`config.mk`:
```
export PLATFORM = sky130hd
export DESIGN_NAME = sar_adc_multi
export DESIGN_NICKNAME = d
export VERILOG_FILES = /design/src/rtl/sar_adc_multi_pkg.sv /design/src/rtl/sar_adc_multi_pwm_dac.sv /design/src/rtl/sar_adc_multi.sv
export SDC_FILE = /design/constraint.sdc
export NUM_CORES = 1
export LEC_CHECK = 0
export CAP_MARGIN = 20
export CORE_ASPECT_RATIO = 1.2
export CORE_MARGIN = 2
export CORE_UTILIZATION = 35
export CTS_BUF_LIST = sky130_fd_sc_hd__clkbuf_2 sky130_fd_sc_hd__clkbuf_4 sky130_fd_sc_hd__clkbuf_8
export DETAILED_ROUTE_END_ITERATION = 8
export PLACE_DENSITY = 0.57
export SYNTH_ARGS = -nofsm -noshare
export SYNTH_HDL_FRONTEND = slang
export SYNTH_SLANG_ARGS = --single-unit
```
`constraint.sdc`:
```
create_clock -name CLK -period 2.34 [get_ports CLK]
set_input_delay 0.468 -clock CLK [delete_from_list [all_inputs] [get_ports CLK]]
set_output_delay 0.468 -clock CLK [all_outputs]
set_load 0.05 [all_outputs]
```
`src/rtl/sar_adc_multi_pkg.sv`:
```
// sar_adc_multi_pkg: shared state encoding and sizing helpers for the multi-channel SAR ADC.
package sar_adc_multi_pkg;
  typedef enum logic [2:0] {IDLE, MUX_SETTLE, TRIAL, DECIDE, DONE} state_e;

  localparam int DEF_WIDTH          = 7;
  localparam int DEF_CHANNELS       = 2;
  localparam int DEF_SETTLE_PERIODS = 2;
  localparam int DEF_MUX_WAIT       = 4;
  localparam int PWM_PERIOD         = 1 << DEF_WIDTH;
  localparam int TRIAL_CLKS         = DEF_SETTLE_PERIODS * PWM_PERIOD;

  function automatic int clog2_min1(input int n);
    return (n <= 2) ? 1 : $clog2(n);
  endfunction

  function automatic int trial_clks(input int width, input int settle_periods);
    return settle_periods * (1 << width);
  endfunction
endpackage

```
`src/rtl/sar_adc_multi_pwm_dac.sv`:
```
// pwm_dac: free-running PWM counter and duty compare; counter parks at 0 while disabled.
module pwm_dac
  import sar_adc_multi_pkg::*;
#(
  parameter int WIDTH = DEF_WIDTH
) (
  input  logic             CLK,
  input  logic             Reset,
  input  logic             enable,
  input  logic [WIDTH-1:0] duty,
  output logic             DACout
);
  logic [WIDTH-1:0] cnt_q, cnt_d;

  always_comb cnt_d = enable ? cnt_q + WIDTH'(1) : '0;

  always_ff @(posedge CLK) begin
    if (!Reset) cnt_q <= '0;
    else        cnt_q <= cnt_d;
  end

  assign DACout = enable && (cnt_q < duty);
endmodule

```
`src/rtl/sar_adc_multi.sv`:
```
// sar_adc_multi: multi-channel SAR ADC sequencer driving a PWM DAC into an external comparator.
// state      | meaning
// IDLE       | waiting for Start or Continuous
// MUX_SETTLE | mux switched, DAC held low for MUX_WAIT clocks
// TRIAL      | PWM drives the trial code for SETTLE_PERIODS full periods
// DECIDE     | keep or drop the trial bit from the synchronised comparator
// DONE       | publish the channel result and advance the channel
module sar_adc_multi
  import sar_adc_multi_pkg::*;
#(
  parameter int WIDTH          = DEF_WIDTH,
  parameter int CHANNELS       = DEF_CHANNELS,
  parameter int SETTLE_PERIODS = DEF_SETTLE_PERIODS,
  parameter int MUX_WAIT       = DEF_MUX_WAIT
) (
  input  logic                              CLK,
  input  logic                              Reset,
  input  logic                              gtRef,
  input  logic                              Start,
  input  logic                              Continuous,
  output logic [CHANNELS*WIDTH-1:0]         ADCout,
  output logic                              ADCsampled,
  output logic [clog2_min1(CHANNELS)-1:0]   SampledChan,
  output logic [clog2_min1(CHANNELS)-1:0]   ChanSel,
  output logic                              DACout,
  output logic                              Busy
);
  localparam int CW        = clog2_min1(CHANNELS);
  localparam int BW        = clog2_min1(WIDTH);
  localparam int TRIAL_LEN = trial_clks(WIDTH, SETTLE_PERIODS);
  localparam int TMR_W     = $clog2(((TRIAL_LEN > MUX_WAIT) ? TRIAL_LEN : MUX_WAIT) + 1);
  localparam logic [CW-1:0] LAST_CHAN = CW'(CHANNELS - 1);

  state_e                    state_q, state_d;
  logic [TMR_W-1:0]          tmr_q, tmr_d;
  logic [CW-1:0]             chan_q, chan_d, samp_chan_q, samp_chan_d;
  logic [BW-1:0]             bit_q, bit_d;
  logic [WIDTH-1:0]          result_q, result_d, trial;
  logic [CHANNELS*WIDTH-1:0] adc_q, adc_d;
  logic                      sampled_q, sampled_d;
  logic [1:0]                sync_q, sync_d;
  logic                      pwm_en, busy;

  always_ff @(posedge CLK) begin
    if (!Reset) begin
      state_q     <= IDLE;
      tmr_q       <= '0;
      chan_q      <= '0;
      samp_chan_q <= '0;
      bit_q       <= '0;
      result_q    <= '0;
      adc_q       <= '0;
      sampled_q   <= 1'b0;
      sync_q      <= '0;
    end else begin
      state_q     <= state_d;
      tmr_q       <= tmr_d;
      chan_q      <= chan_d;
      samp_chan_q <= samp_chan_d;
      bit_q       <= bit_d;
      result_q    <= result_d;
      adc_q       <= adc_d;
      sampled_q   <= sampled_d;
      sync_q      <= sync_d;
    end
  end

  always_comb begin
    state_d = state_q;
    case (state_q)
      IDLE:       if (Start || Continuous) state_d = MUX_SETTLE;
      MUX_SETTLE: if (tmr_q == '0) state_d = TRIAL;
      TRIAL:      if (tmr_q == '0) state_d = DECIDE;
      DECIDE:     state_d = (bit_q == '0) ? DONE : TRIAL;
      DONE:       state_d = (chan_q != LAST_CHAN || Continuous) ? MUX_SETTLE : IDLE;
      default:    state_d = IDLE;
    endcase
  end

  always_comb begin
    sync_d      = {sync_q[0], gtRef};
    tmr_d       = (tmr_q != '0) ? tmr_q - TMR_W'(1) : '0;
    chan_d      = chan_q;
    bit_d       = bit_q;
    result_d    = result_q;
    adc_d       = adc_q;
    sampled_d   = 1'b0;
    samp_chan_d = samp_chan_q;
    case (state_q)
      IDLE: chan_d = '0;
      DECIDE: begin
        if (sync_q[1]) result_d[bit_q] = 1'b1;
        if (bit_q != '0) bit_d = bit_q - BW'(1);
      end
      DONE: begin
        adc_d[int'(chan_q)*WIDTH +: WIDTH] = result_q;
        sampled_d   = 1'b1;
        samp_chan_d = chan_q;
        chan_d      = (chan_q == LAST_CHAN) ? '0 : chan_q + CW'(1);
      end
      default: ;
    endcase
    // Timers are loaded on state entry and count down to a terminal zero.
    if (state_d == MUX_SETTLE && state_q != MUX_SETTLE) begin
      tmr_d    = TMR_W'(MUX_WAIT - 1);
      result_d = '0;
      bit_d    = BW'(WIDTH - 1);
    end
    if (state_d == TRIAL && state_q != TRIAL) tmr_d = TMR_W'(TRIAL_LEN - 1);
  end

  always_comb begin
    busy   = (state_q != IDLE);
    pwm_en = (state_q == TRIAL);
    trial  = result_q | (WIDTH'(1) << bit_q);
  end

  pwm_dac #(.WIDTH(WIDTH)) u_pwm_dac (
    .CLK    (CLK),
    .Reset  (Reset),
    .enable (pwm_en),
    .duty   (trial),
    .DACout (DACout)
  );

  assign ADCout      = adc_q;
  assign ADCsampled  = sampled_q;
  assign SampledChan = samp_chan_q;
  assign ChanSel     = chan_q;
  assign Busy        = busy;
endmodule

```
## Word-level counts from Yosys, hierarchy flattened

Index checks and enable logic that the tools add are counted.

- Logic and storage cells: 76
- Output and inout port bits: 19
- Flip-flop bits (word level): 48
- Input port bits: 5

- Eq/ne operators: 8
- Reduce and logical (&&, ||, !) cells: 21
- $mul: 1
- Order comparisons: 3
- Muxes and demuxes: 18
- Shift-type cells: 3
- Bitwise operators: 5
- $add $sub $neg: 5

Operators with widths:

| kind | count |
|---|---|
| negation 4 -> 33 bit | 1 |
| variable shift 7 x 33 -> 14 bit (first input constant) | 1 |
| variable part select 7 x 33 -> 14 bit | 1 |
| 2-to-1 mux 8 bit | 3 |
| 2-to-1 mux 3 bit | 7 |
| one-hot mux 3 bit (5 select lines) | 1 |
| bitwise mux 14 bit | 1 |
| bitwise OR 7 bit | 2 |
| equality test 3 x 2 -> 1 bit (second input constant) | 3 |
| zero test 9 bit | 1 |
| nonzero test 9 bit | 1 |
| subtractor 9 x 1 -> 9 bit (second input constant) | 1 |
| AND reduction 2 bit | 4 |
| adder 7 x 1 -> 7 bit (second input constant) | 1 |
| less-than comparator 7 bit | 1 |
| left shift 1 x 3 -> 7 bit (first input constant) | 1 |
| equality test 3 x 1 -> 1 bit (second input constant) | 2 |
| zero test 3 bit | 2 |
| nonzero test 2 bit | 3 |
| nonzero test 3 bit | 2 |
| logical AND 1 bit | 4 |
| less-than comparator 3 x 4 -> 1 bit (second input constant) | 1 |
| multiplier 1 x 3 -> 4 bit (second input constant) | 1 |
| 2-to-1 mux 1 bit | 4 |
| other kinds (12) | 15 |

## Depth between registers and ports, before layout

Gate-level depths: netlist (run 1).

- Depth after elaboration: 8
- Gate-level depth with buffers: 7
- Depth with buffers taken out: 6

## Cells and area by module

Synthesis (run 1) repeated with hierarchy kept, for this count alone.

- Cells, all modules: 241
- Area, all modules: 2155.8 sq um

By module, submodules not included:

| module | cells each | times used | area each (sq um) | seq. area each (sq um) |
|---|---|---|---|---|
| sar_adc_multi | 192 | 1 | 1737.9 | 820.8 |
| pwm_dac | 49 | 1 | 417.9 | 140.1 |

## Worst setup path after synthesis (run 1)

No wires, ideal clock.

- Path kind: register to output
- From: register bit_q[0]
- To: output DACout
- Path buffers: 1
- Cell stages (with the launch flop): 8
- Slack: -0.057 ns
- Arrival: 1.929 ns
- Path through: dfxtp_1 -> buf_2 -> nor2_1 -> a21oi_1 -> ha_1 -> a211o_1 -> a211oi_1 -> o311a_1

- Cells in the longest elaborated chain, start to end: 4

Ends and longest elaborated chain:

| item | line | RTL |
|---|---|---|
| from (decl) | sar_adc_multi.sv:37 | `logic [BW-1:0] bit_q, bit_d;` |
| from (signal assigned) | sar_adc_multi.sv:60 | `bit_q <= bit_d;` |
| left shift 1 x 3 -> 7 bit | sar_adc_multi.sv:115 | `trial = result_q \| (WIDTH'(1) << bit_q);` |
| bitwise OR 7 bit | sar_adc_multi.sv:115 |  |
| less-than comparator 7 bit | sar_adc_multi_pwm_dac.sv:22 | `assign DACout = enable && (cnt_q < duty);` |
| logical AND 1 bit | sar_adc_multi_pwm_dac.sv:22 |  |
| to (decl) | sar_adc_multi.sv:25 | `output logic DACout,` |

Every way passes these cells.

## Worst setup path in the final report (run 1)

- From: register bit_q[1]
- To: output DACout

The elaborated chain is that of the path after synthesis.

==> results.json, run 1 <==
{
  "dp.cells": 342,
  "fin_cells": 353,
  "nets": 284,
  "ys_seq_area_share_pct": 44.7,
  "gp_congestion": 0.764,
  "synth_warnings": 0,
  "final_common_cell": "dfxtp_1",
  "fin_ws_ns": -0.109,
  "start_kind": "register",
  "syn_avg_cell_area_um2": 9.15,
  "highest_layer": "met4",
  "slew_headroom_pct": 63.5,
  "synth_edf_count": 0,
  "ys_types": 43,
  "crit_chain": "nor2_4 > a21oi_2 > ha_1 > a211o_1 > a211oi_2 > o311a_4 > buf_12",
  "hold_path.class": "register to register",
  "fin_crit_ns": 2.45,
  "post-dp-hpwl_mm": 3.54,
  "numCtsBuffers": 5,
  "first_global_vias": 1702,
  "wl_met3_um": 136,
  "synth_area_um2": 2150,
  "drtAntennaViolNets": 0,
  "synth_top_area_share_pct": 44.7,
  "stdcell_area_um2": 2750,
  "tns_ns": -0.109,
  "cts_num_sinks": 48,
  "cts_tree": "done",
  "slew_viol_final": 0,
  "drive_gt1_share_pct": 18.1,
  "syn2layout_area_growth_pct": 27.7,
  "arrival_ns": 1.98,
  "grt.total_usage_pct": 15.9,
  "wl_met2_mm": 2.60,
  "cts_root_buffer": "clkbuf_8",
  "setup_viol": 1,
  "fmax_mhz": 408,
  "clkTransAtPathRegs_ns": 0.08,
  "routed_wl_mm": 4.80,
  "first_iter_violations": 68,
  "core-area_um2": 5970,
  "die_h_um": 89.9,
  "worstPathRequired_ns": 1.87,
  "dpl_worst_slack_ns": 0.0456,
  "async_flop_share_pct": 0,
  "synthesis.nets": 249,
  "die_x_um": 75.5,
  "grt_max_degree": 16,
  "globalRouteOverflowTotal": 0,
  "synth_top_area_cell": "dfxtp_1",
  "maxCapViolations": 0,
  "start_util_pct": 36.0,
  "diodes": 0,
  "vias": 1737,
  "tightestPinTransition_ns": 0.546,
  "portBuffers": 23,
  "cp_slowest_stage_delay_ns": 0.37,
  "status": "finished, violations left",
  "power.leakage_nw": 1.05,
  "critPathKind": "register to output pin",
  "htree_levels": 2,
  "ys_top_cells_by_area": "dfxtp_1 (45%), a21oi_1 (6.3%), nor2_1 (5.4%)",
  "firstDrtPassIters": 4,
  "rsz0062_at_grt": "yes",
  "die-area_um2": 6790,
  "failed_checks": "setup timing",
  "drc": 0,
  "cp_top_family": "compound AO/OA/AOI/OAI gates",
  "cp.buffers_inverters": 1,
  "synth_seq_cells": 48,
  "cpMaxStageDelayCell": "dfxtp_4",
  "clock_latency_ns": 0.30,
  "grt_pass1_wl_mm": 8.29,
  "met1_length_mm": 1.99,
  "viasPerCell": 4.92,
  "row_count": 31,
  "wire_per_inst_um": 13.6,
  "num_io_pins": 24,
  "fin_skew_ns": 0.0105,
  "postPlaceCellArea_um2": 2520,
  "synth-main-ff-cell": "dfxtp_1",
  "grt_antenna_before_repair": 0,
  "syn_inst": 235,
  "hold_viol": 0,
  "powerDensity_nw_per_um2": 994,
  "clk_path_buf_depth": 2,
  "ir_drop_mv": 0.455,
  "worstSetupEndpointType": "output pin",
  "hold_slack_ns": 0.440,
  "crit_fanout": 5,
  "fin_crit_sh_pct": 105,
  "final_cell_mix": "dfxtp_1 (45), nor2_1 (30), a21oi_1 (24), nand2_1 (24), clkdlybuf4s50_1 (22)"
}
==> per-layer routing <==
metal	vias up	track usage [%]
met5	-	0
met4	0	4.97
met3	6	3.70
met2	21	27.5
met1	825	19.0
li1	885	-
==> power by group <==
part	internal (mW)	leakage [nW]	switching [mW]
logic	0.498	0.602	0.580
registers	0.911	0.391	0.109
clock network	0.350	0.0614	0.281
total	1.76	1.05	0.969
==> final cells by class <==
class                   instances  area (um2)
flip-flops and latches         48         970
clock buffers                   6        82.6
clock inverters                 2        38.8
well taps                      82         103
multi-input cells             172        1170
fillers                       627        3230
inverters                       5        18.8
repair buffers                 38         360
==> cells in the mapped netlist, drive strengths merged, types with 2 or more instances <==
cell type	instances
dfxtp	48
nor2	31
o22ai	3
o21ai	2
clkbuf	3
mux2i	10
xor2	8
and3	3
or3	2
nand2b	4
nor3	6
nand3	6
a21oi	27
buf	7
nand2	26
ha	9
nor4	2
nor2b	4
nor3b	3
a31oi	5
and2	3
o21a	4
inv	5
==> per-stage QoR <==
stage	utilization, %	total power, mW
final	46.0	2.73
after global routing	46.0	2.91
after CTS	45.8	2.74
after detailed placement	42.3	2.04
after global placement	42.3	2.03
after floorplan	-	1.80
==> state kept, by name, indices dropped and copies added (netlist names) <==
name / cells
u_pwm_dac.cnt_q: 7
bit_q: 3
SampledChan: 1
result_q: 7
tmr_q: 9
ADCsampled: 1
ChanSel: 1
state_q: 3
sync_q: 2
ADCout: 14
==> timing repair <==
| item | CTS | global route |
|---|---|---|
| buffers inserted | 3 | 0 |
| pin swaps | 7 | 0 |
| endpoints found under the setup margin | 1 | 1 |
| cloned | 0 | 0 |
| hold buffers | 0 | 0 |
| gates resized for setup | 17 | 4 |
==> cell families after synthesis <==
kind of cell / count (synthesis) / share of synthesized area (%)
buf+inv: 15 / 3.61
compound gates: 47 / 13.8
mux: 11 / 5.18
fa+ha+maj: 9 / 5.24
xor+xnor: 9 / 3.67
simple gates: 96 / 23.8
flops: 48 / 44.7
==> worst paths after layout <==
kind | startpoint | to | slack, ns | cells after the start
max | bit_q[1] | DACout | -0.11 | 7
min | sync_q[0] | sync_q[1] | 0.44 | 1
max reg2reg | bit_q[2] | state_q[1] | 0.60 | 5
min reg2reg | sync_q[0] | sync_q[1] | 0.44 | 1
(Power assumes the default switching activity.)
==> run 2: changes to the inputs <==
Settings changed: GPL_TIMING_DRIVEN set to 0, PLACE_DENSITY 0.57 to not set.
==> run 2 against run 1 <==
Effect of this change:
- the flow still finishes with violations (setup timing)
- global-route usage is 1.4 points lower
- non-clock buffer count decreased by 4
- count of clock-buffer cells in the layout shrank 1
- critical endpoint unchanged
- largest power group is now sequential cells
- highest routed layer unchanged
==> results.json, run 2 (synthesis gave the netlist of run 1 again) <==
{
  "drc": 0,
  "fin_ws_ns": -0.169,
  "power.leakage_nw": 1.01,
  "rsz0062_at_grt": "yes",
  "slew_viol_final": 0,
  "num_io_pins": 24,
  "cp_top_family": "compound AO/OA/AOI/OAI gates",
  "hold_path.class": "register to register",
  "firstDrtPassIters": 4,
  "final_common_cell": "dfxtp_1",
  "cts_root_buffer": "clkbuf_8",
  "hold_viol": 0,
  "combPwrFrac_pct": 38.5,
  "viasPerCell": 4.81,
  "final_cell_mix": "dfxtp_1 (46), nor2_1 (30), a21oi_1 (26)",
  "grt_max_degree": 17,
  "dp.cells": 340,
  "cp_slowest_stage_delay_ns": 0.40,
  "grt_antenna_before_repair": 0,
  "worstSetupEndpointType": "output pin",
  "die_h_um": 89.9,
  "numCtsBuffers": 5,
  "nets": 280,
  "first_global_vias": 1633,
  "cpMaxStageDelayCell": "dfxtp_4",
  "swShare_pct": 36.5,
  "dpl_worst_slack_ns": -0.768,
  "first_iter_violations": 60,
  "grt_pass1_wl_mm": 7.66,
  "critPathKind": "register to output pin",
  "clkTransAtPathRegs_ns": 0.09,
  "portBuffers": 23,
  "fin_cells": 349,
  "cts_tree": "done",
  "drtAntennaViolNets": 0,
  "vias": 1680,
  "drive_gt1_share_pct": 14.2,
  "diodes": 0,
  "gp_congestion": 0.768,
  "p_seq_share_pct": 38.3,
  "hold_slack_ns": 0.455,
  "slew_headroom_pct": 64.0,
  "fin_crit_ns": 2.51,
  "failed_checks": "setup timing",
  "die_x_um": 75.5,
  "ir_drop_mv": 0.424,
  "powerDensity_nw_per_um2": 990,
  "grt.total_usage_pct": 14.6,
  "routed_wl_mm": 4.57,
  "clock_latency_ns": 0.30,
  "worstPathRequired_ns": 1.87,
  "crit_fanout": 5,
  "core-area_um2": 5970,
  "power_mw": 2.65,
  "stdcell_area_um2": 2680,
  "htree_levels": 2,
  "pwr-share-clk_pct": 23.1,
  "postCtsHoldBufs": 0,
  "switching_power_mw": 0.968,
  "globalRouteOverflowTotal": 0,
  "postPlaceCellArea_um2": 2480,
  "cp.buffers_inverters": 1,
  "post-dp-hpwl_mm": 3.40,
  "syn2layout_area_growth_pct": 24.6,
  "crit_chain": "nor2_4 > a21oi_4 > ha_4 > a211o_1 > a211oi_2 > o311a_4 > buf_8",
  "start_util_pct": 36.0,
  "p_int_mw": 1.68,
  "arrival_ns": 2.04,
  "status": "finished, violations left",
  "fmax_mhz": 399,
  "setup_viol": 1,
  "row_count": 31,
  "clk_path_buf_depth": 2,
  "largest_reg_flops": 14,
  "maxCapViolations": 0,
  "fin_skew_ns": 0.00858,
  "tightestPinTransition_ns": 0.538,
  "r2r_slack_ns": 0.61,
  "fin_crit_sh_pct": 107,
  "wire_per_inst_um": 13.1,
  "start_kind": "register",
  "cts_num_sinks": 48,
  "die-area_um2": 6790
}
==> run 2: power groups by stage <==
| stage | clock network, mW | logic (mW) | registers (mW) |
|---|---|---|---|
| 4_1_cts | 0.634 | 1.00 | 1.02 |
| 2_1_floorplan | 0 | 0.787 | 1.01 |
| 3_3_place_gp | 0 | 0.966 | 1.03 |
| 5_1_grt | 0.660 | 1.15 | 1.03 |
| 3_5_place_dp | 0 | 0.971 | 1.03 |
| 6_report | 0.613 | 1.02 | 1.02 |
==> run 2: what timing repair did <==
| action | in CTS | in global routing |
|---|---|---|
| setup buffers | 1 | 1 |
| resized for setup | 18 | 7 |
| pin swaps | 4 | 6 |
| endpoints found under the setup margin | 1 | 1 |
==> run 2: worst paths after layout <==
path | endpoint | cells after the start | startpoint
max | DACout | 7 | bit_q[0]
min | sync_q[1] | 1 | sync_q[0]
max reg2reg | tmr_q[0] | 5 | bit_q[1]
min reg2reg | sync_q[1] | 1 | sync_q[0]
==> run 2: cell type report <==
| class | count | area [um2] |
|---|---|---|
| timing repair buffer | 25 | 250 |
| clock buffer | 5 | 68.8 |
| multi-input combinational | 172 | 1170 |
| inverter | 5 | 18.8 |
| clock inverter | 3 | 46.3 |
| tap | 82 | 103 |
| buffer | 9 | 53.8 |
| fill | 635 | 3300 |
| sequential | 48 | 968 |
==> run 2: per-layer routing <==
| layer | GRT usage [%] | vias to the layer above | share of wire (%) |
|---|---|---|---|
| li1 | - | 870 | - |
| met1 | 18.8 | 785 | 44 |
| met2 | 23.6 | 17 | 51 |
| met3 | 3.25 | 8 | 2.6 |
| met4 | 4.82 | 0 | 1.5 |
| met5 | 0 | - | 0 |
==> run 2: through the flow <==
| step | util, % | TNS, ns |
|---|---|---|
| finish | 44.8 | -0.169 |
| floorplan | - | 0 |
| CTS | 44.3 | -0.230 |
| detailed placement | 41.6 | -0.768 |
| global placement | 41.6 | -0.742 |
| global route | 44.8 | -0.244 |
==> run 2: worst reg2reg max path, stage by stage (launching register included) <==
cell     delay (ns)
dfxtp_4        0.37
buf_4          0.15
or3_4          0.39
a32oi_2        0.40
nand2_1        0.13
o21a_1         0.20
==> run 3: changes to the inputs <==
Settings changed: CORE_MARGIN 2 to not set.
==> run 3 against run 2 <==
Effect of this change:
- the run still ends with setup timing left
- design area grew 1.5%
- highest routed layer unchanged
- wire length shrank 0.98%
- combinational power is essentially flat
- cell count is the same
- largest cell class unchanged
- critical path depth grew 1
- global-route usage grew 1.3 points
- clock power grew 3%
==> results.json, run 3 (synthesis gave the netlist of run 1 again) <==
{
  "final_common_cell": "dfxtp_1",
  "fin_crit_ns": 2.49,
  "start_util_pct": 37.2,
  "pwr-share-clk_pct": 23.3,
  "postPlaceCellArea_um2": 2480,
  "routed_wl_mm": 4.52,
  "powerDensity_nw_per_um2": 992,
  "fin_crit_sh_pct": 106,
  "arrival_ns": 2.02,
  "cp-startpoint": "bit_q[0]",
  "die_x_um": 73.5,
  "firstDrtPassIters": 4,
  "hold_slack_ns": 0.443,
  "cts_num_sinks": 48,
  "clkTransAtPathRegs_ns": 0.09,
  "cts_root_buffer": "clkbuf_8",
  "swShare_pct": 35.9,
  "tightestPinTransition_ns": 0.526,
  "regArea_um2": 966,
  "finalCoreUtilization_pct": 47.0,
  "first_global_vias": 1653,
  "p_seq_share_pct": 37.8,
  "grt.total_usage_pct": 15.8,
  "status": "finished, violations left",
  "start_kind": "register",
  "postCtsHoldBufs": 0,
  "reg2reg_from": "bit_q[0]",
  "ir_drop_mv": 0.479,
  "htree_levels": 2,
  "fillers": 576,
  "fin_ws_ns": -0.151,
  "grt_max_degree": 16,
  "numCtsBuffers": 5,
  "wire_per_inst_um": 13.0,
  "grt_pass1_wl_mm": 7.75,
  "vias": 1698,
  "row_count": 30,
  "gp_congestion": 0.781,
  "combPwrFrac_pct": 38.8,
  "slew_headroom_pct": 64.8,
  "slew_viol_final": 0,
  "worstSetupEndpointType": "output pin",
  "dpl_worst_slack_ns": -0.741,
  "failed_checks": "setup timing",
  "r2r_slack_ns": 0.55,
  "grt_antenna_before_repair": 0,
  "maxCapViolations": 0,
  "fin_cells": 349,
  "nets": 282,
  "diodes": 0,
  "portBuffers": 23,
  "num_io_pins": 24,
  "p_int_mw": 1.73,
  "first_iter_violations": 59,
  "die_h_um": 87.9,
  "drtAntennaViolNets": 0,
  "crit_fanout": 5,
  "drc": 0,
  "rsz0062_at_grt": "yes",
  "fmax_mhz": 401,
  "critPathKind": "register to output pin",
  "final_cell_mix": "dfxtp_1 (46), nor2_1 (30), a21oi_1 (26)",
  "worstPathRequired_ns": 1.87,
  "largest_reg_flops": 14,
  "clock_latency_ns": 0.30,
  "core-area_um2": 5780,
  "hold_path.class": "register to register",
  "setup_viol": 1,
  "viasPerCell": 4.87,
  "die-area_um2": 6460,
  "hold_viol": 0,
  "power.leakage_nw": 1.04,
  "fin_skew_ns": 0.00825,
  "clk_path_buf_depth": 2,
  "globalRouteOverflowTotal": 0,
  "drive_gt1_share_pct": 16.0,
  "stdcell_area_um2": 2720,
  "dp.cells": 338,
  "switching_power_mw": 0.967,
  "syn2layout_area_growth_pct": 26.4,
  "crit_path_end": "DACout",
  "multi_input_area_um2": 1190,
  "cts_tree": "done",
  "reg2reg_depth": 6,
  "reg2reg_to": "tmr_q[0]",
  "post-dp-hpwl_mm": 3.27
}
-- run 3: per-stage QoR --
stage,TNS [ns],total power [mW]
after floorplan,0,1.80
after global placement,-0.713,2.00
after detailed placement,-0.741,2.00
after CTS,-0.207,2.68
after global routing,-0.254,2.90
final,-0.151,2.70
-- run 3: final cells by class --
cell class,instances,area share [%]
Inverter,5,0.691
Clock buffer,6,3.04
Tap cell,80,3.68
Buffer,10,2.39
Sequential cell,48,35.5
Clock inverter,2,1.43
Multi-Input combinational cell,172,43.6
Timing Repair Buffer,26,9.58
-- run 3: how the worst min path moves through the flow --
stage                    from  depth (start not counted)   endpoint  slack, ns
floorplan           sync_q[0]                          1  sync_q[1]       0.41
global placement    sync_q[0]                          1  sync_q[1]       0.42
detailed placement  sync_q[0]                          1  sync_q[1]       0.42
CTS                 sync_q[0]                          1  sync_q[1]       0.44
global route        ADCout[0]                          2  ADCout[0]       0.49
finish              sync_q[0]                          1  sync_q[1]       0.44
-- run 3: critical path, stage by stage (launching register included) --
cell and delay, ns:
dfxtp_2 0.33, buf_6 0.12, nor2_4 0.04, a21oi_4 0.16, ha_4 0.22, a211o_1 0.29
a211oi_2 0.22, o311a_4 0.19, buf_8 0.14
-- run 3: per-layer routing --
layer  share of wire (%)  global-route usage, %  vias to the layer above
met3                 3.6                   3.80                        7
li1                    -                      -                      876
met4                 2.2                   7.17                        0
met1                  43                   18.3                      792
met2                  51                   27.5                       23
met5                   0                      0                        -
-- run 3: power groups by stage --
stage / Combinational (mW) / Sequential [mW] / Clock, mW
3_3_place_gp: 0.969 / 1.03 / 0
4_1_cts: 1.01 / 1.02 / 0.652
6_report: 1.05 / 1.02 / 0.629
2_1_floorplan: 0.787 / 1.01 / 0
5_1_grt: 1.17 / 1.04 / 0.687
3_5_place_dp: 0.974 / 1.03 / 0
-- run 3: timing repair --
item,in CTS,in global routing
endpoints found under the setup margin,1,2
setup buffers,2,1
gates resized for setup,17,11
pin swaps,6,5
